--- src/rtl/ts_ym_ctrl_if.sv ---
// rtl/ts_ym_ctrl_if.sv - Z80 host I/O bus and PSG bus signal bundle for ts_ym_ctrl
interface ts_ym_ctrl_if #(
  parameter int NUM_CHIPS = 2
);
  logic [15:0]          adr;
  logic [7:0]           d;
  logic                 iorq;
  logic                 m1;
  logic                 rd;
  logic                 wr;
  logic                 dos;
  logic                 bc1;
  logic                 bdir;
  logic [NUM_CHIPS-1:0] ym_sel;
  logic                 ym_clock;
  logic [7:0]           covox;
  logic                 beeper;
  logic                 tapeout;

  // Host side: drives the Z80 bus, observes the PSG-side outputs
  modport master (
    output adr, d, iorq, m1, rd, wr, dos,
    input  bc1, bdir, ym_sel, ym_clock, covox, beeper, tapeout
  );

  // Controller side
  modport slave (
    input  adr, d, iorq, m1, rd, wr, dos,
    output bc1, bdir, ym_sel, ym_clock, covox, beeper, tapeout
  );
endinterface

--- src/rtl/ts_ym_ctrl.sv ---
// rtl/ts_ym_ctrl.sv - TurboSound bus controller for 1..4 PSG chips; covox latch enabled by TS_YM_COVOX_EN
module ts_ym_ctrl #(
  parameter int NUM_CHIPS   = 2,
  parameter int YM_CLK_DIV  = 2,
  parameter int HOLD_CYCLES = 1
) (
  input  logic        cpu_clock,
  input  logic        reset,
  ts_ym_ctrl_if.slave bus
);
  localparam logic [1:0] ST_IDLE   = 2'd0;
  localparam logic [1:0] ST_ACTIVE = 2'd1;
  localparam logic [1:0] ST_HOLD   = 2'd2;

  localparam int                   HALF_DIV  = YM_CLK_DIV / 2;
  localparam int                   DIV_W     = (HALF_DIV > 1) ? $clog2(HALF_DIV) : 1;
  localparam logic [DIV_W-1:0]     DIV_LAST  = DIV_W'(HALF_DIV - 1);
  localparam logic [1:0]           HOLD_LAST = 2'(HOLD_CYCLES);
  localparam logic [NUM_CHIPS-1:0] SEL_RST   = NUM_CHIPS'(1);

  logic [1:0]           state_q, state_d;
  logic [1:0]           hold_q, hold_d;
  logic                 bc1_q, bc1_d;
  logic                 bdir_q, bdir_d;
  logic [NUM_CHIPS-1:0] sel_q, sel_d;
  logic                 busy_q;
  logic [DIV_W-1:0]     div_q;
  logic                 ymclk_q;
  logic [7:0]           covox_q;
  logic                 beeper_q;
  logic                 tapeout_q;

  logic       cyc_on, cyc_valid, cyc_fresh, is_write;
  logic       hit_reg, hit_dat, hit_cov, hit_beep;
  logic       sel_write, sel_in_range, bus_start;
  logic [1:0] sel_idx;

  // Address bits outside the partial decode are deliberately ignored
  logic unused_adr;
  assign unused_adr = ^bus.adr[13:2];

  // Cycle qualification and port decode
  always_comb begin
    cyc_on    = !bus.iorq && (!bus.rd || !bus.wr);
    cyc_valid = !bus.iorq && bus.m1 && bus.dos && (bus.rd ^ bus.wr);
    cyc_fresh = cyc_valid && !busy_q;
    is_write  = !bus.wr;
    hit_reg   = bus.adr[15] && bus.adr[14] && !bus.adr[1] && bus.adr[0];
    hit_dat   = bus.adr[15] && !bus.adr[14] && !bus.adr[1] && bus.adr[0];
`ifdef TS_YM_COVOX_EN
    hit_cov   = (bus.adr[7:0] == 8'hFB);
`else
    hit_cov   = 1'b0;
`endif
    hit_beep     = !bus.adr[0];
    sel_idx      = ~bus.d[1:0];
    sel_write    = is_write && hit_reg && (bus.d[7:2] == 6'h3F);
    sel_in_range = ({1'b0, sel_idx} < 3'(NUM_CHIPS));
    bus_start    = cyc_fresh && (hit_reg || hit_dat) && !sel_write;
  end

  // Each host cycle acts once; reset marks the current cycle as already consumed
  always_ff @(posedge cpu_clock or posedge reset) begin
    if (reset) busy_q <= 1'b1;
    else       busy_q <= cyc_on && (busy_q || cyc_valid);
  end

  // Strobe FSM: register bc1/bdir on the sampling edge, stretch them through HOLD
  always_comb begin
    state_d = state_q;
    hold_d  = hold_q;
    bc1_d   = bc1_q;
    bdir_d  = bdir_q;
    case (state_q)
      ST_IDLE: begin
        if (bus_start) begin
          state_d = ST_ACTIVE;
          bc1_d   = hit_reg;
          bdir_d  = is_write;
        end
      end
      ST_ACTIVE: begin
        if (!cyc_on) begin
          if (HOLD_CYCLES == 0) begin
            state_d = ST_IDLE;
            bc1_d   = 1'b0;
            bdir_d  = 1'b0;
          end else begin
            state_d = ST_HOLD;
            hold_d  = 2'd1;
          end
        end
      end
      ST_HOLD: begin
        if (bus_start) begin
          state_d = ST_ACTIVE;
          hold_d  = 2'd0;
          bc1_d   = hit_reg;
          bdir_d  = is_write;
        end else if (hold_q == HOLD_LAST) begin
          state_d = ST_IDLE;
          hold_d  = 2'd0;
          bc1_d   = 1'b0;
          bdir_d  = 1'b0;
        end else begin
          hold_d = hold_q + 2'd1;
        end
      end
      default: begin
        state_d = ST_IDLE;
        hold_d  = 2'd0;
        bc1_d   = 1'b0;
        bdir_d  = 1'b0;
      end
    endcase
  end

  // Chip-select write: one-hot select of chip ~d[1:0] when it exists
  always_comb begin
    sel_d = sel_q;
    if (cyc_fresh && sel_write && sel_in_range) begin
      for (int i = 0; i < NUM_CHIPS; i++) sel_d[i] = (sel_idx == 2'(i));
    end
  end

  // FSM, strobe and select registers
  always_ff @(posedge cpu_clock or posedge reset) begin
    if (reset) begin
      state_q <= ST_IDLE;
      hold_q  <= 2'd0;
      bc1_q   <= 1'b0;
      bdir_q  <= 1'b0;
      sel_q   <= SEL_RST;
    end else begin
      state_q <= state_d;
      hold_q  <= hold_d;
      bc1_q   <= bc1_d;
      bdir_q  <= bdir_d;
      sel_q   <= sel_d;
    end
  end

  // Covox and port 0xFE latches, taken on the first edge of a fresh write
  always_ff @(posedge cpu_clock or posedge reset) begin
    if (reset) begin
      covox_q   <= 8'h00;
      beeper_q  <= 1'b0;
      tapeout_q <= 1'b0;
    end else if (cyc_fresh && is_write) begin
      if (hit_cov) covox_q <= bus.d;
      if (hit_beep) begin
        beeper_q  <= bus.d[4];
        tapeout_q <= bus.d[3];
      end
    end
  end

  // Free-running divider: ym_clock toggles every YM_CLK_DIV/2 cpu_clock cycles
  always_ff @(posedge cpu_clock or posedge reset) begin
    if (reset) begin
      div_q   <= '0;
      ymclk_q <= 1'b0;
    end else if (div_q == DIV_LAST) begin
      div_q   <= '0;
      ymclk_q <= ~ymclk_q;
    end else begin
      div_q <= div_q + 1'b1;
    end
  end

  assign bus.bc1      = bc1_q;
  assign bus.bdir     = bdir_q;
  assign bus.ym_sel   = sel_q;
  assign bus.ym_clock = ymclk_q;
  assign bus.covox    = covox_q;
  assign bus.beeper   = beeper_q;
  assign bus.tapeout  = tapeout_q;
endmodule

--- src/flat_wrapper.sv ---
// flat-port wrapper written by rule: the top's interface ports become plain ports
module ts_ym_ctrl_flat 
#(
  parameter int NUM_CHIPS   = 2,
  parameter int YM_CLK_DIV  = 2,
  parameter int HOLD_CYCLES = 1
)
  (cpu_clock, reset, bus_adr, bus_d, bus_iorq, bus_m1, bus_rd, bus_wr, bus_dos, bus_bc1, bus_bdir, bus_ym_sel, bus_ym_clock, bus_covox, bus_beeper, bus_tapeout);
  ts_ym_ctrl_if #(.NUM_CHIPS(NUM_CHIPS)) bus_i ();
  input  logic cpu_clock;
  input  logic reset;
  input wire logic [$bits(bus_i.adr)-1:0] bus_adr;
  input wire logic [$bits(bus_i.d)-1:0] bus_d;
  input wire logic [$bits(bus_i.iorq)-1:0] bus_iorq;
  input wire logic [$bits(bus_i.m1)-1:0] bus_m1;
  input wire logic [$bits(bus_i.rd)-1:0] bus_rd;
  input wire logic [$bits(bus_i.wr)-1:0] bus_wr;
  input wire logic [$bits(bus_i.dos)-1:0] bus_dos;
  output wire logic [$bits(bus_i.bc1)-1:0] bus_bc1;
  output wire logic [$bits(bus_i.bdir)-1:0] bus_bdir;
  output wire logic [$bits(bus_i.ym_sel)-1:0] bus_ym_sel;
  output wire logic [$bits(bus_i.ym_clock)-1:0] bus_ym_clock;
  output wire logic [$bits(bus_i.covox)-1:0] bus_covox;
  output wire logic [$bits(bus_i.beeper)-1:0] bus_beeper;
  output wire logic [$bits(bus_i.tapeout)-1:0] bus_tapeout;
  assign bus_i.adr = bus_adr;
  assign bus_i.d = bus_d;
  assign bus_i.iorq = bus_iorq;
  assign bus_i.m1 = bus_m1;
  assign bus_i.rd = bus_rd;
  assign bus_i.wr = bus_wr;
  assign bus_i.dos = bus_dos;
  assign bus_bc1 = bus_i.bc1;
  assign bus_bdir = bus_i.bdir;
  assign bus_ym_sel = bus_i.ym_sel;
  assign bus_ym_clock = bus_i.ym_clock;
  assign bus_covox = bus_i.covox;
  assign bus_beeper = bus_i.beeper;
  assign bus_tapeout = bus_i.tapeout;
  ts_ym_ctrl #(.NUM_CHIPS(NUM_CHIPS), .YM_CLK_DIV(YM_CLK_DIV), .HOLD_CYCLES(HOLD_CYCLES)) u_core (.cpu_clock(cpu_clock), .reset(reset), .bus(bus_i));
endmodule
--- config.mk ---
export PLATFORM = sky130hd
export DESIGN_NAME = ts_ym_ctrl_flat
export DESIGN_NICKNAME = d
export VERILOG_FILES = /design/src/rtl/ts_ym_ctrl_if.sv /design/src/rtl/ts_ym_ctrl.sv /design/src/flat_wrapper.sv
export SDC_FILE = /design/constraint.sdc
export NUM_CORES = 1
export LEC_CHECK = 0
export ABC_AREA = 0
export ABC_CLOCK_PERIOD_IN_PS = 1500
export BUFFER_PORTS_ARGS = -buffer_cell sky130_fd_sc_hd__buf_2
export CAP_MARGIN = 20
export CELL_PAD_IN_SITES_DETAIL_PLACEMENT = 1
export CELL_PAD_IN_SITES_GLOBAL_PLACEMENT = 1
export CORE_ASPECT_RATIO = 0.8
export CORE_MARGIN = 2
export CORE_UTILIZATION = 26
export DETAILED_ROUTE_END_ITERATION = 10
export PLACE_DENSITY = 0.75
export SYNTH_ARGS = -nofsm -noshare
export SYNTH_HDL_FRONTEND = slang
export SYNTH_SLANG_ARGS = --single-unit
--- constraint.sdc ---
create_clock -name cpu_clock -period 1.5 [get_ports cpu_clock]
set_input_delay 0.075 -clock cpu_clock [delete_from_list [all_inputs] [get_ports cpu_clock]]
set_output_delay 0.075 -clock cpu_clock [all_outputs]
set_load 0.1 [all_outputs]
==> flow_summary.json, run 1 <==
{
  "post_cts_buffers": 0,
  "synth_seq_area_share_pct": 42.2,
  "synth_edf_count": 0,
  "yosysWarnings": 0,
  "synth_top_area_share_pct": 34.9,
  "wire_per_inst_um": 12.1,
  "vias_per_cell": 4.27,
  "r2r_setup_slack_ns": 0.06,
  "critPathKind": "flop to flop",
  "syn_area_um2": 717,
  "synthArstFlopShare_pct": 100,
  "synth_top_area_cell": "dfrtp_1",
  "initial_utilization_pct": 26.8,
  "min_path_type": "primary input to flop",
  "syn_avg_cell_area_um2": 10.2,
  "fin_crit_ns": 1.44,
  "via_count": 606,
  "end_kind": "flop",
  "ys_seq_elements": 12,
  "coreArea_um2": 2680,
  "netlist_top_cells_count": "dfrtp_1 (10), buf_4 (8), inv_1 (7)",
  "skew_ns": 0.00194,
  "grt_pass1_vias": 649,
  "drv_cap": 0,
  "ant_nets": 0,
  "r2r-start": "u_core.state_q[0]",
  "first_pass_iters": 2,
  "place_ws_ns": -0.127,
  "period_share_pct": 95.7,
  "synth_top_flop_cell": "dfrtp_1",
  "synthCells": 70,
  "h-tree-depth": 1,
  "required_ns": 1.70,
  "startpoint": "u_core.state_q[0]",
  "place_congestion": 0.723,
  "cts_root_buf": "clkbuf_4",
  "post-route-util_pct": 35.6,
  "drtIter0Drc": 10,
  "peakVddDrop_mv": 0.467,
  "critPathCapture": "u_core.state_q[0]",
  "dp.cells": 137,
  "area_delta_synth_final_pct": 33.2,
  "synth_most_common_cell": "dfrtp_1",
  "cts_tree": "done",
  "status": "finished clean",
  "synth_cell_types": 30,
  "grt_usage_pct": 11.6,
  "clock_sinks": 12,
  "final_area_um2": 955,
  "cp_max_fo": 5,
  "finalNetCount": 142,
  "grt_max_degree": 13,
  "num_io_pins": 46,
  "finalSetupViolCount": 0,
  "die_h_um": 51.0,
  "setup_tns_ns": 0,
  "crit_arrival_ns": 1.64,
  "startpoint_type": "flop",
  "fin_cells": 142,
  "rr_endpoint": "u_core.state_q[0]",
  "reg2regPathDepth": 4,
  "hold_viol": 0,
  "routed_wl_um": 1710,
  "post-route-drc-count": 0,
  "clk_latency_ns": 0.27,
  "setup_ws_ns": 0.0639,
  "clk_pin_slew_ns": 0.07,
  "synth_area_leaders": "dfrtp_1 (35%), ha_1 (8.7%), buf_4 (8.4%)",
  "dp_hpwl_um": 1380,
  "dieArea_um2": 3200,
  "rows": 17,
  "grt_antenna_before_repair": 0,
  "power_leakage_nw": 0.484,
  "clockBufferDepth": 2,
  "port_buffers": 25,
  "p_per_area_nw_per_um2": 1180,
  "die-width_um": 62.7,
  "placed_area_um2": 893,
  "grt_pass1_wl_um": 2860,
  "drv_slew": 0,
  "fmax_ghz": 0.696,
  "grt-ovfl-total": 0,
  "cts_buffers": 3,
  "rsz0062_at_grt": "yes",
  "antenna_cells": 0,
  "drive_gt1_share_pct": 46.2
}
## critical path: stages (launching register included)
cell	delay (ns)
dfrtp_1	0.42
ha_2	0.23
nor3b_4	0.17
or4_1	0.47
o21ai_1	0.08
## power by group
group | internal (W) | switching, W
clock | 0.0000929 | 0.000106
combinational | 0.000168 | 0.000374
sequential | 0.000365 | 0.0000238
## layer usage
metal	up-vias	share of wire, %	global-route usage [%]
met5	-	0	0
met4	0	0.35	1.11
met3	2	6.2	4.63
met2	26	50	21.0
met1	283	43	13.6
li1	295	-	-
## area by class of cell
class / count / area [um2]
fillers: 333 / 1730
multi-input cells: 50 / 373
flip-flops and latches: 12 / 303
repair buffers: 32 / 183
well taps: 38 / 47.5
inverters: 7 / 26.3
clock buffers: 3 / 22.5
## registers in the layout (all words and copies together) (netlist names)
| register | cells |
|---|---|
| u_core.bus.ym_clock | 1 |
| u_core.busy_q | 1 |
| u_core.bus.bdir | 1 |
| u_core.state_q | 2 |
| u_core.bus.tapeout | 1 |
| u_core.bus.bc1 | 1 |
| u_core.bus.ym_sel | 2 |
| u_core.bus.beeper | 1 |
| u_core.hold_q | 2 |
## through the flow
stage | hold WS, ns | total power [W]
floorplan | -0.0617 | 0.000800
global route | 0.0349 | 0.00121
global placement | 0.118 | 0.000893
finish | 0.0379 | 0.00113
CTS | 0.0147 | 0.00113
detailed placement | 0.125 | 0.000914
## what timing repair did
action,in CTS,in global routing
gates resized for setup,1,5
hold endpoints to repair,11,0
pin swaps,0,1
hold buffers,2,0
setup endpoints to repair,3,4
## layout by cell type, fill, tap and decap left out, types with 2 or more instances in the layout
cell / netlist / routed
conb_1: 1 / 8
nand3b_1: 2 / 2
buf_4: 8 / 5
clkbuf_4: 0 / 3
dlygate4sd3_1: 0 / 2
ha_2: 0 / 3
inv_1: 7 / 6
nor3_1: 2 / 2
mux2_2: 3 / 3
dfstp_2: 2 / 2
mux2i_1: 2 / 2
nor2_1: 5 / 5
dfrtp_1: 10 / 10
buf_2: 0 / 25
o21ai_0: 3 / 3
nand2_1: 2 / 2
ha_1: 5 / 2
a21oi_1: 2 / 2
## how the worst min path moves through the flow
stage,end,slack [ns],depth (start not counted),start
finish,u_core.busy_q,0.04,2,bus_iorq
global route,u_core.busy_q,0.03,2,bus_iorq
CTS,u_core.busy_q,0.01,2,bus_iorq
detailed placement,u_core.hold_q[0],0.13,2,reset
global placement,u_core.hold_q[0],0.12,2,reset
floorplan,u_core.bus.bc1,-0.06,1,reset
## logic make-up (layout without fill, tap and decap cells)
family	count (synthesis)	count (layout)	synth area share, %
AO/OA/AOI/OAI	11	11	9.60
AND/OR/NAND/NOR	21	21	19.4
adder cells (fa/ha/maj)	5	5	8.73
other	1	8	0.523
multiplexers	5	5	7.50
flip-flops	12	12	42.2
buffers and inverters	15	42	12.0
Power figures use the tool's default switching activity.
==> run 2, diff against run 1 <==
- ABC_AREA: 0 -> not set
- CORE_UTILIZATION: 26 -> 27
- CTS_BUF_LIST: not set -> sky130_fd_sc_hd__clkbuf_8
- PLACE_DENSITY: 0.75 -> 0.78
- RECOVER_POWER: not set -> 50
==> run 2 against run 1 <==
Net effect: final area grew 7.7%; clock power grew 84%; largest cell class unchanged; non-clock buffer count grew 1; sequential share of layout area shrank 2.3 points; die area shrank 3.4%; routed wire length grew 11%.
==> flow_summary.json, run 2 (same netlist as run 1, synthesis figures left out) <==
{
  "rr_endpoint": "u_core.state_q[0]",
  "placed_area_um2": 891,
  "finalSetupViolCount": 0,
  "worstHoldEndpoint": "u_core.bus.ym_sel[1]",
  "grt_pass1_vias": 671,
  "p_per_area_nw_per_um2": 1300,
  "place_congestion": 0.860,
  "num_io_pins": 46,
  "via_count": 614,
  "ant_nets": 0,
  "grt-ovfl-total": 0,
  "dp.cells": 135,
  "skew_ns": 0.00241,
  "peakVddDrop_mv": 0.439,
  "fillers": 308,
  "coreArea_um2": 2480,
  "p_int_w": 0.000792,
  "drv_slew": 0,
  "drive_gt1_share_pct": 50.0,
  "finalNetCount": 143,
  "final_area_um2": 1030,
  "post-route-drc-count": 0,
  "p_switching_w": 0.000547,
  "antenna_cells": 0,
  "port_buffers": 25,
  "sw_frac_of_total_pct": 40.9,
  "fin_cells": 142,
  "min_path_type": "primary input to flop",
  "hold_viol": 0,
  "reg2regPathDepth": 4,
  "initial_utilization_pct": 28.9,
  "crit_family": "simple AND/OR/NAND/NOR gates",
  "cpPeakStageDelay_ns": 0.48,
  "h-tree-depth": 1,
  "required_ns": 1.67,
  "p_clk_share_pct": 27.4,
  "final_cell_mix": "buf_2 (25), dfrtp_1 (10), conb_1 (8)",
  "final_common_cell": "buf_2",
  "cts_tree": "done",
  "drv_cap": 0,
  "power_leakage_nw": 0.510,
  "crit_arrival_ns": 1.63,
  "dieArea_um2": 3090,
  "critPathKind": "flop to flop",
  "die_h_um": 50.1,
  "cts_buffers": 3,
  "routed_wl_um": 1900,
  "wire_per_inst_um": 13.4,
  "grt_usage_pct": 13.3,
  "r2r-start": "u_core.state_q[0]",
  "fin_crit_ns": 1.46,
  "p_comb_share_pct": 43.5,
  "end_kind": "flop",
  "grt_max_degree": 13,
  "path_buf_inv": 0,
  "clk_pin_slew_ns": 0.06,
  "die-width_um": 61.6,
  "period_share_pct": 97.2,
  "critical-path-slowest-cell": "or4_1",
  "hold_depth": 2,
  "worstHoldStart": "bus_d[0]",
  "cts_root_buf": "clkbuf_8",
  "clockBufferDepth": 2,
  "fmax_ghz": 0.686,
  "rows": 16,
  "status": "finished clean",
  "vias_per_cell": 4.32,
  "area_delta_synth_final_pct": 43.5,
  "path_cells": "ha_2, nor3b_4, or4_1, o21ai_1",
  "cp_max_fo": 5,
  "drtIter0Drc": 4,
  "dp_hpwl_um": 1520,
  "r2r_setup_slack_ns": 0.04,
  "rsz0062_at_grt": "yes",
  "first_pass_iters": 2,
  "startpoint_type": "flop",
  "seqPwrFrac_pct": 29.1,
  "grt_pass1_wl_um": 3000,
  "clock_sinks": 12,
  "clk_latency_ns": 0.24,
  "startpoint": "u_core.state_q[0]",
  "grt_antenna_before_repair": 0
}
[run 2: cell type report]
class / instances / area (um2) / share of cell area, %
clock buffers: 4 / 55.1 / 5.35
multi-input cells: 50 / 412 / 40.0
inverters: 7 / 26.3 / 2.55
well taps: 36 / 45.0 / 4.38
flip-flops and latches: 12 / 303 / 29.4
repair buffers: 33 / 188 / 18.2
[run 2: worst max-delay path by stage]
stage	to	slack, ns	depth (start not counted)
detailed placement	u_core.state_q[0]	-0.13	7
global placement	u_core.state_q[0]	-0.05	7
floorplan	u_core.state_q[0]	0.05	6
finish	u_core.state_q[0]	0.04	4
global route	u_core.state_q[0]	-0.02	4
CTS	u_core.hold_q[0]	0.01	6
[run 2: per-layer routing]
metal  share of wire (%)  vias to the layer above  global-route usage (%)
li1                    -                      295                       -
met1                  46                      295                    16.3
met2                  49                       24                    21.6
met5                   0                        -                       0
met3                 5.4                        0                    5.51
met4                   0                        0                    2.48
[run 2: repair_timing]
item,in CTS,in global routing
buffers inserted,0,2
pin swaps,0,3
setup endpoints to repair,3,6
gates resized for setup,1,10
hold endpoints to repair,10,0
hold buffers,1,0
[run 2: metrics by stage]
step                      setup TNS [ns]  util [%]  power, W  hold slack, ns  setup WS, ns
after floorplan                        0         -  0.000800         -0.0617        0.0464
after global placement            -0.119      35.9  0.000891           0.109       -0.0516
after detailed placement          -0.422      35.9  0.000921           0.130        -0.131
after CTS                              0      38.6   0.00129          0.0140        0.0108
after global routing             -0.0271      41.4   0.00141          0.0221       -0.0173
final                                  0      41.4   0.00134          0.0141        0.0417
[run 2: worst register-to-register path: stages (launching register included)]
cell and delay (ns):
dfrtp_1 0.41, ha_2 0.24, nor3b_4 0.16, or4_1 0.48, o21ai_1 0.10
[run 2: power groups by stage]
stage	Combinational (W)	Clock, W	Sequential, W
detailed placement	0.000528	0	0.000393
floorplan	0.000308	0	0.000492
global placement	0.000500	0	0.000392
finish	0.000582	0.000367	0.000389
CTS	0.000529	0.000375	0.000390
global route	0.000615	0.000398	0.000395
